===== config.mk =====
export PLATFORM = sky130hd
export DESIGN_NAME = vga_sync_receiver
export DESIGN_NICKNAME = d
export VERILOG_FILES = /design/src/rtl/vga_sync_receiver.sv
export SDC_FILE = /design/constraint.sdc
export NUM_CORES = 1
export LEC_CHECK = 0
export BUFFER_PORTS_ARGS = -buffer_cell sky130_fd_sc_hd__buf_4
export CAP_MARGIN = 5
export CORE_ASPECT_RATIO = 0.6
export CORE_UTILIZATION = 50
export DETAILED_ROUTE_END_ITERATION = 10
export PLACE_DENSITY = 0.8
export SYNTH_ARGS = -nofsm -noshare
export SYNTH_HDL_FRONTEND = slang
export SYNTH_SLANG_ARGS = --single-unit

===== constraint.sdc =====
create_clock -name clk_i -period 5.6 [get_ports clk_i]
set_clock_uncertainty 0.2 [all_clocks]
set_input_delay 0.56 -clock clk_i [delete_from_list [all_inputs] [get_ports clk_i]]
set_output_delay 0.56 -clock clk_i [all_outputs]
set_load 0.005 [all_outputs]

===== src/rtl/vga_sync_receiver.sv =====
// VGA sync receiver: locks to hsync/vsync timing, regenerates pixel coordinates
// and the visible flag, and flags any sync edge that deviates from nominal timing.
// Optional error statistics counter enabled by defining VGA_RX_STATS_EN.
module vga_sync_receiver #(
    parameter int unsigned H_VISIBLE   = 640,
    parameter int unsigned H_FRONT     = 16,
    parameter int unsigned H_SYNC      = 96,
    parameter int unsigned H_BACK      = 48,
    parameter int unsigned V_VISIBLE   = 480,
    parameter int unsigned V_FRONT     = 10,
    parameter int unsigned V_SYNC      = 2,
    parameter int unsigned V_BACK      = 33,
    parameter int unsigned LOCK_FRAMES = 2
) (
    input  logic       clk_i,
    input  logic       rst_ni,
    input  logic       hsync_i,
    input  logic       vsync_i,
    output logic       locked_o,
    output logic       visible_o,
    output logic [9:0] position_x_o,
    output logic [9:0] position_y_o,
    output logic       err_o
`ifdef VGA_RX_STATS_EN
    ,
    output logic [7:0] err_count_o
`endif
);

    localparam int unsigned H_TOTAL = H_VISIBLE + H_FRONT + H_SYNC + H_BACK;
    localparam int unsigned V_TOTAL = V_VISIBLE + V_FRONT + V_SYNC + V_BACK;

    localparam logic [9:0] H_LAST = 10'(H_TOTAL - 1);
    localparam logic [9:0] V_LAST = 10'(V_TOTAL - 1);
    localparam logic [9:0] HS_X   = 10'(H_VISIBLE + H_FRONT);
    localparam logic [9:0] HE_X   = 10'(H_VISIBLE + H_FRONT + H_SYNC);
    localparam logic [9:0] VS_Y   = 10'(V_VISIBLE + V_FRONT);
    localparam logic [9:0] VE_Y   = 10'(V_VISIBLE + V_FRONT + V_SYNC);
    localparam logic [9:0] H_VIS  = 10'(H_VISIBLE);
    localparam logic [9:0] V_VIS  = 10'(V_VISIBLE);
    localparam logic [3:0] LOCK_N = 4'(LOCK_FRAMES);

    typedef enum logic [1:0] {StSearch, StAcquire, StLocked} state_e;

    state_e     state_q, state_d;
    logic       hs_q, hs_qq, vs_q, vs_qq;
    logic [9:0] x_q, x_d, y_q, y_d;
    logic [9:0] x_next, y_next;
    logic [3:0] good_q, good_d;
    logic       err_q, err_d;
    logic       hs_fall, hs_rise, vs_fall, vs_rise;
    logic       violation;

    // Input registers, counters and FSM state.
    always_ff @(posedge clk_i) begin
        if (!rst_ni) begin
            hs_q    <= 1'b1;
            hs_qq   <= 1'b1;
            vs_q    <= 1'b1;
            vs_qq   <= 1'b1;
            state_q <= StSearch;
            x_q     <= '0;
            y_q     <= '0;
            good_q  <= '0;
            err_q   <= 1'b0;
        end else begin
            hs_q    <= hsync_i;
            hs_qq   <= hs_q;
            vs_q    <= vsync_i;
            vs_qq   <= vs_q;
            state_q <= state_d;
            x_q     <= x_d;
            y_q     <= y_d;
            good_q  <= good_d;
            err_q   <= err_d;
        end
    end

    // Edge detection, counter advance and timing check for the sample in hs_q/vs_q.
    always_comb begin
        hs_fall = hs_qq & ~hs_q;
        hs_rise = ~hs_qq & hs_q;
        vs_fall = vs_qq & ~vs_q;
        vs_rise = ~vs_qq & vs_q;

        x_next = (x_q == H_LAST) ? 10'd0 : x_q + 10'd1;
        y_next = y_q;
        if (x_q == H_LAST) begin
            y_next = (y_q == V_LAST) ? 10'd0 : y_q + 10'd1;
        end

        // Every edge must occur exactly where expected and nowhere else.
        violation = (hs_fall != (x_q == HS_X))
                  | (hs_rise != (x_q == HE_X))
                  | (vs_fall != ((x_q == 10'd0) && (y_q == VS_Y)))
                  | (vs_rise != ((x_q == 10'd0) && (y_q == VE_Y)));
    end

    // Next-state logic for the lock FSM.
    always_comb begin
        state_d = state_q;
        x_d     = x_q;
        y_d     = y_q;
        good_d  = good_q;
        err_d   = 1'b0;
        unique case (state_q)
            StSearch: begin
                x_d    = '0;
                y_d    = '0;
                good_d = '0;
                if (vs_fall) begin
                    // This sample is pixel (0, VS); continue counting from (1, VS).
                    x_d     = 10'd1;
                    y_d     = VS_Y;
                    state_d = StAcquire;
                end
            end
            StAcquire, StLocked: begin
                x_d = x_next;
                y_d = y_next;
                if (violation) begin
                    err_d   = 1'b1;
                    state_d = StSearch;
                    x_d     = '0;
                    y_d     = '0;
                    good_d  = '0;
                end else if (state_q == StAcquire && vs_fall) begin
                    good_d = good_q + 4'd1;
                    if (good_q + 4'd1 == LOCK_N) begin
                        state_d = StLocked;
                    end
                end
            end
            default: state_d = StSearch;
        endcase
    end

    // Outputs are only meaningful while locked.
    always_comb begin
        locked_o     = (state_q == StLocked);
        visible_o    = locked_o && (x_q < H_VIS) && (y_q < V_VIS);
        position_x_o = locked_o ? x_q : 10'd0;
        position_y_o = locked_o ? y_q : 10'd0;
        err_o        = err_q;
    end

`ifdef VGA_RX_STATS_EN
    logic [7:0] err_cnt_q;

    // Saturating count of emitted err_o pulses; survives relock.
    always_ff @(posedge clk_i) begin
        if (!rst_ni) begin
            err_cnt_q <= '0;
        end else if (err_q && (err_cnt_q != 8'hFF)) begin
            err_cnt_q <= err_cnt_q + 8'd1;
        end
    end

    assign err_count_o = err_cnt_q;
`endif

endmodule


---- Word-level counts from Yosys, hierarchy flattened ----
Cells that the tools add are included.
operators by class
  add/subtract/negate cells ............... 3
  equal/unequal tests ..................... 17
  magnitude comparators ................... 2
  bitwise gates (word level) .............. 11
  multiplexer cells ....................... 20
  reductions and logical operators ........ 13
operator list
  operator                                                                       number
  10-bit two-way mux                                                             7
  10-bit == test, second input constant                                          4
  10-bit one-hot mux with 2 select lines                                         2
  10-bit by 1-bit adder with 10-bit output, second input constant                2
  10-bit by 9-bit == test with 1-bit output, second input constant               2
  10-bit zero test                                                               1
  10-bit less-than comparator, second input constant                             1
  10-bit by 9-bit less-than comparator with 1-bit output, second input constant  1
  9-bit two-way mux                                                              1
  3-bit inequality test, second input constant                                   3
  2-bit two-way mux                                                              4
  4-bit two-way mux                                                              2
  4-bit one-hot mux with 2 select lines                                          1
  2-bit AND reduction                                                            3
  1-bit logical AND                                                              5
  4-bit by 1-bit adder with 4-bit output, second input constant                  1
  1-bit bitwise AND                                                              4
  4-bit by 2-bit == test with 1-bit output, second input constant                1
  1-bit inequality test                                                          4
  1-bit NOT                                                                      4
  2-bit one-hot mux with 2 select lines                                          1
  1-bit OR                                                                       3
  3-bit AND reduction                                                            1
  2-bit by 1-bit == test with 1-bit output, second input constant                1
  other kinds (6)                                                                7
storage, ports and cells
  word-level logic and storage cells ...... 75
  flip-flop bits (word level) ............. 31
  output and inout bits ................... 23

---- Longest topological paths before layout ----
Gate-level depths: netlist (run 1).
  depth in word-level cells ............... 8
  gate-level depth with buffers ........... 11
  depth with buffers taken out ............ 9

---- Worst setup path before layout (run 1) ----
OpenSTA, ideal clock, no wires.
  path kind ............................... register to register
  start ................................... register x_q[5]
  end ..................................... register y_q[4]
  buffers on the path ..................... 3
  stages on the path, launching flop included .. 11
  arrival ................................. 2019 ps
  data required time ...................... 5329 ps
  setup slack ............................. 3310 ps
  cells stage by stage .................... dfxtp_1 buf_6 or4b_1 o21ai_1 a31oi_1 a211o_1 buf_6 buf_8 nor3_2 o21ai_1 a21oi_1
between the ends
  word-level cells in the longest chain between the ends .. 7
  elaborated cells between the ends (all ways) .. 17
  classes of those cells .................. 8 x eq/ne; 2 x mux; 3 x bitwise; 4 x reduce/logical
RTL lines
  item                                                                                  RTL line  RTL
  start, declared                                                                       47        logic [9:0] x_q, x_d, y_q, y_d;
  start signal, assigned                                                                62        x_q <= '0;
  start signal, assigned                                                                72        x_q <= x_d;
  10-bit == test (tied with other cells)                                                93        violation = (hs_fall != (x_q == HS_X))
  1-bit inequality test (tied with other cells)                                         93
  1-bit OR / 1-bit inequality test (equally long branches)                              94, 95
  1-bit OR                                                                              95        | (vs_fall != ((x_q == 10'd0) && (y_q == VS_Y)))
  1-bit OR                                                                              96        | (vs_rise != ((x_q == 10'd0) && (y_q == VE_Y)));
  10-bit two-way mux / 3-bit inequality test (equally long branches)                    n/a
  10-bit one-hot mux with 2 select lines / 2-bit AND reduction (equally long branches)  n/a
  end signal, assigned                                                                  73        y_q <= y_d;
  end, declared                                                                         47
Parallel ways exist; a longest one is shown, timed or not.
A chain may end at the register's enable or synchronous reset.

---- Final worst setup path (run 1) ----
  start ................................... register x_q[0]
  end ..................................... register y_q[2]
Same word-level chain as after synthesis.

==> impl_metrics.yaml, run 1 <==
sta:
  worst_slack_ns: 2.58
  fin_crit_sh_pct: 54.0
  slew_headroom_pct: 22.9
  fin_setup_tns_ns: 0
  finalSetupViolCount: 0
  hold_viol: 0
  max_slew.worst_pin.slew_ns: 1.15
  period_needed_ns: 3.02
  rsz0062_at_grt: "no"
  clock.fmax_mhz: 331
  slew_violations: 0
pwr:
  powerDensity_nw_per_um2: 202
  leakage_nw: 0.873
  vdd_drop_max_mv: 0.0988
clock_network:
  insertion_delay_ns: 0.29
  clock_path_buffers: 2
  cts_sinks: 31
  postCtsSetupRepairBufs: 0
  cts_made_buffers: 5
  cts-hold-fix-buffers: 0
  clk_root_buffer_cell: "clkbuf_8"
  cts.clk_slew.worst_paths_ns: 0.07
  cts_tree: "done"
  htreeDepth: 2
  ctsResizeCount: 0
cells_and_area:
  mostFrequentLayoutCells: "dfxtp_1 (31), a21oi_1 (29), buf_4 (26)"
  fill_cells: 351
  drive_gt1_share_pct: 16.4
  fin_nets: 301
  fin_util_pct: 60.9
  diodes: 0
  area_growth_pct: 11.7
  final_common_cell: "dfxtp_1"
placement:
  post-place-ws_ns: 2.72
  hpwl_mm: 3.62
  place_congestion: 0.847
  io_buffers: 26
floorplanning:
  start_util_pct: 54.5
  core_area_um2: 3830
  die_height_um: 52.1
  num_io_pins: 27
  dieArea_um2: 4450
  dieWidth_um: 85.4
  num_rows: 17
worst_setup_path:
  criticalPathCategory: "reg2reg"
  cp.arrival_ns: 2.98
  critical_path_required_ns: 5.56
  crit_fanout: 17
  end_kind: "flip-flop"
  startpoint_type: "flip-flop"
drt:
  wl_per_cell_um: 15.4
  viasPerCell: 6.14
  drt_wl_total_mm: 5.12
  drc: 0
  via_count: 2044
  drt_iter0_markers: 172
  ant_nets: 0
  first_pass_iters: 5
global_route:
  grt_antenna_before_repair: 0
  grt_pass1_vias: 1689
  grt_max_degree: 23
  gr-total-overflow: 0
  grt_util_all_layers_pct: 24.9
  grt_pass1_wl_mm: 8.34
yosys:
  yosys.area.top_type_share_pct: 29.7
  syn_area_um2: 2090
  synth-edff-count: 0
  ys_seq_area_share_pct: 29.7
  ys_types: 49
  synthCells: 267
  synth_seq_cells: 31
  syn_nets: 282
  yosysWarnings: 0
  synth_area_leader_cell: "dfxtp_1"
  synth_area_leaders: "dfxtp_1 (30%), a21oi_1 (7.0%), and2_1 (6.9%), ha_1 (6.6%), nand2_1 (4.5%)"
  async_flop_share_pct: 0
  avgSynthCellArea_um2: 7.82
  synthFlopType: "dfxtp_1"
job:
  maxCapViolCount: 0
run_status:
  status: "finished, final reports clean"
hold_path:
  hold_class: "in2reg"
report_power, final:
group	leakage, nW	switching (mW)	internal, mW
sequential	0.252	0.00838	0.226
combinational	0.574	0.0351	0.0207
clock	0.0470	0.0847	0.0963
total	0.873	0.128	0.343
final cells by class:
type,count,area [um^2],area share [%]
inverter,14,52.6,2.25
multi-input combinational,208,1320,56.5
timing repair buffer,26,195,8.36
sequential,31,621,26.6
clock buffer,6,82.6,3.54
tap,47,58.8,2.52
clock inverter,1,5.00,0.214
per-layer routing:
| layer | share of wire, % | wire length [um] | GRT usage, % |
|---|---|---|---|
| met1 | 49 | 2520 | 37.3 |
| met2 | 39 | 1980 | 34.3 |
| met3 | 11 | 539 | 5.40 |
| met4 | 1.5 | 79 | 8.89 |
| met5 | 0 | 0 | 0 |
cells in the mapped netlist, drive strengths merged (4+ instances only):
library cell,count
ha,11
buf,7
nand4b,4
nand2b,6
a21oi,30
nand2,25
dfxtp,31
and2,24
nor2,16
a211oi,4
o22ai,5
nand3,15
nor3,9
inv,13
and3,6
o21ai,18
nand4,6
nor4,4
xnor2,4
a31oi,4
clkbuf,6
worst max-delay path, cell delays in order, from the launching register on:
cell,delay [ns]
dfxtp_1,0.33
inv_1,0.11
ha_1,0.17
nor4b_4,0.28
nand4b_1,0.20
o21ai_1,0.28
a211o_1,0.72
o22ai_4,0.25
o21ai_0,0.26
a21oi_1,0.09
state kept, by name (all words and copies together) (netlist names):
name	flops
hs_q	1
err_o	1
vs_qq	1
good_q	4
y_q	10
x_q	10
state_q	2
hs_qq	1
vs_q	1
kinds of logic (layout without fill, tap and decap cells):
| family | after synthesis | count (layout) | synth area share, % |
|---|---|---|---|
| adder cells (fa/ha/maj) | 11 | 11 | 6.59 |
| flip-flops | 31 | 31 | 29.7 |
| AND/OR/NAND/NOR | 125 | 125 | 34.8 |
| XOR/XNOR | 5 | 5 | 2.10 |
| buffers and inverters | 28 | 47 | 7.13 |
| AO/OA/AOI/OAI | 67 | 67 | 19.7 |
stage by stage:
stage / hold WS, ns / cell area (um^2) / total power, mW / std cells
5_1_grt: 0.250 / 2330 / 0.489 / 333
3_3_place_gp: 0.275 / 2250 / 0.292 / 326
3_5_place_dp: 0.277 / 2250 / 0.293 / 326
6_report: 0.255 / 2330 / 0.472 / 333
2_1_floorplan: 0.259 / 2090 / 0.282 / 267
4_1_cts: 0.254 / 2330 / 0.472 / 333
path summary, 6_finish.rpt:
check	from	to	slack (ns)	cells past startpoint
min reg2reg	good_q[3]$_SDFFE_PN0P_	good_q[3]$_SDFFE_PN0P_	0.28	2
max	x_q[0]$_SDFFE_PN0P_	y_q[2]$_SDFFE_PN0P_	2.58	9
max reg2reg	x_q[0]$_SDFFE_PN0P_	y_q[2]$_SDFFE_PN0P_	2.58	9
min	hsync_i	hs_q$_SDFF_PN1_	0.25	2
Power figures use the tool's default switching activity.
==> run 2, diff against run 1 <==
- ABC_AREA: default -> 1
- PLACE_DENSITY: 0.8 -> 0.79
- clock period: 5.6 -> 2.87 ns (I/O delays scaled with it)
==> run 2 against run 1 <==
Cell area grew 20%; non-clock buffer count grew 5; hold slack lost 0.15 ns; routed wire length grew 17%; global-route usage shrank 0.27 points; area after synthesis grew 18%; core utilization shrank 0.93 points; total power grew to 5.1 times the previous value; first-iteration DRC count grew 33%; maximum frequency grew 33%.
==> impl_metrics.yaml, run 2 <==
yosys:
  synthFlopType: "dfxtp_1"
  async_flop_share_pct: 0
  ys_types: 33
  synth_area_leader_cell: "dfxtp_1"
  synth_area_leaders: "dfxtp_1 (25%), nand2_1 (14%), inv_1 (9.9%), nor2_1 (8.3%), nand3_1 (7.1%)"
  avgSynthCellArea_um2: 6.26
  synthCells: 395
  ys_seq_area_share_pct: 25.1
  synth_most_common_cell: "nand2_1"
  ys_top_cells_by_count: "nand2_1 (95), inv_1 (65), nor2_1 (55), nand3_1 (35), dfxtp_1 (31)"
  synth-edff-count: 0
  yosys.area.top_type_share_pct: 25.1
  yosysWarnings: 0
  syn_nets: 410
  synth_seq_cells: 31
  syn_area_um2: 2470
drt:
  wl_per_cell_um: 12.4
  viasPerCell: 5.07
  drc: 0
  drt_iter0_markers: 228
  via_count: 2442
  ant_nets: 0
  first_pass_iters: 5
  drt_wl_total_mm: 5.97
sta:
  slew_headroom_pct: 66.1
  fin_crit_sh_pct: 79.3
  worst_slack_ns: 0.594
  clock.fmax_mhz: 439
  rsz0062_at_grt: "no"
  slew_violations: 0
  max_slew.worst_pin.slew_ns: 0.507
  period_needed_ns: 2.28
  finalSetupViolCount: 0
  fin_setup_tns_ns: 0
  hold_viol: 0
clock_network:
  cts_tree: "done"
  cts-hold-fix-buffers: 2
  postCtsSetupRepairBufs: 0
  cts.clk_slew.worst_paths_ns: 0.07
  cts_made_buffers: 5
  cts_sinks: 31
  clock_path_buffers: 2
  htreeDepth: 2
  insertion_delay_ns: 0.29
  clk_root_buffer_cell: "clkbuf_8"
  ctsResizeCount: 0
cells_and_area:
  reg.largest.list: "x_q x10, y_q x10, good_q x4"
  fin_util_pct: 60.0
  diodes: 0
  final_common_cell: "nand2_1"
  area_growth_pct: 13.1
  mostFrequentLayoutCells: "nand2_1 (95), inv_1 (65), nor2_1 (55)"
  drive_gt1_share_pct: 18.4
  finalInstanceArea_um2: 2800
  layout.cells.non_filler: 482
  fin_nets: 433
worst_setup_path:
  criticalPathCategory: "reg2reg"
  startpoint_type: "flip-flop"
  cp.arrival_ns: 2.26
  critical_path_required_ns: 2.86
  crit_fanout: 14
  end_kind: "flip-flop"
floorplanning:
  start_util_pct: 53.1
  dieArea_um2: 5240
  num_rows: 19
  core_area_um2: 4660
  dieWidth_um: 92.8
  die_height_um: 56.5
  num_io_pins: 27
global_route:
  grt_max_degree: 21
  gr-total-overflow: 0
  grt_util_all_layers_pct: 24.6
  grt_pass1_vias: 2070
  grt_pass1_wl_mm: 10.0
  grt_antenna_before_repair: 0
pwr:
  powerDensity_nw_per_um2: 856
  leakage_nw: 1.47
  power_frac_seq_pct: 26.6
  p_clk_share_pct: 16.2
  internal_power_mw: 1.23
  vdd_drop_max_mv: 0.653
  switchingPower_mw: 1.17
  comb_power_share_pct: 57.2
  sw_frac_of_total_pct: 48.7
placement:
  post-place-ws_ns: 0.643
  io_buffers: 26
  hpwl_mm: 4.47
  place_area_um2: 2680
  placed_cells: 472
  place_congestion: 0.980
job:
  maxCapViolCount: 0
run_status:
  status: "finished, final reports clean"
hold_path:
  hold_class: "in2reg"
==> run 2: cell types whose count changed after synthesis, sizes merged, moves of 15 or more <==
cell / delta
inv: +57
and2: -24
nand3: +24
nor2: +52
nand2: +81
a21oi: -15
==> run 2: worst paths after layout <==
check / from / end / slack [ns] / depth (start not counted)
worst min-delay path: rst_ni / hs_qq$_SDFF_PN1_ / 0.11 / 2
worst max register to register: y_q[0]$_SDFFE_PN0P_ / y_q[9]$_SDFFE_PN0P_ / 0.59 / 14
worst min register to register: hs_q$_SDFF_PN1_ / hs_qq$_SDFF_PN1_ / 0.25 / 2
worst max-delay path: y_q[0]$_SDFFE_PN0P_ / y_q[9]$_SDFFE_PN0P_ / 0.59 / 14
==> run 2: power by group through the flow <==
stage | logic [mW] | registers (mW) | clock network, mW
after floorplan | 1.05 | 0.605 | 0
after global placement | 1.31 | 0.639 | 0
after detailed placement | 1.34 | 0.643 | 0
after CTS | 1.35 | 0.635 | 0.395
after global routing | 1.54 | 0.652 | 0.417
final | 1.37 | 0.637 | 0.387
==> run 2: per-layer routing <==
layer  track usage [%]  routed length, um  vias to the layer above
met2              33.1               2390                      100
li1                  -                  -                     1261
met1              37.5               2950                     1072
met5                 0                  0                        -
met3              7.32                566                        9
met4              5.93                 61                        0
==> run 2: final cells by class <==
| class | count | area, um^2 |
|---|---|---|
| clock buffer | 8 | 100 |
| inverter | 70 | 263 |
| fill | 460 | 1860 |
| timing repair buffer | 31 | 238 |
| sequential | 31 | 621 |
| multi-input combinational | 279 | 1500 |
| tap | 63 | 78.8 |
==> run 2: worst max-delay path: stages, from the launching register on <==
cell     delay, ns
dfxtp_1       0.38
inv_1         0.11
ha_1          0.20
inv_1         0.05
nor2_1        0.04
nand2_1       0.09
nor2_2        0.06
nand3_1       0.12
nand2_4       0.08
nor2_8        0.26
nand3_4       0.14
nand2_2       0.20
nand3_1       0.11
nand2_1       0.09
nor2_1        0.04
==> run 2: cell families after synthesis <==
logic type,count (synthesis),share of synthesized area [%]
AO/OA/AOI/OAI,20,4.35
flip-flops,31,25.1
adder cells (fa/ha/maj),11,5.56
AND/OR/NAND/NOR,238,47.0
buffers and inverters,85,14.4
XOR/XNOR,10,3.54
==> run 2: through the flow <==
stage | power [mW] | hold slack [ns]
final | 2.39 | 0.107
after global routing | 2.61 | 0.102
after detailed placement | 1.98 | 0.236
after floorplan | 1.65 | 0.194
after global placement | 1.95 | 0.230
after CTS | 2.38 | 0.0987
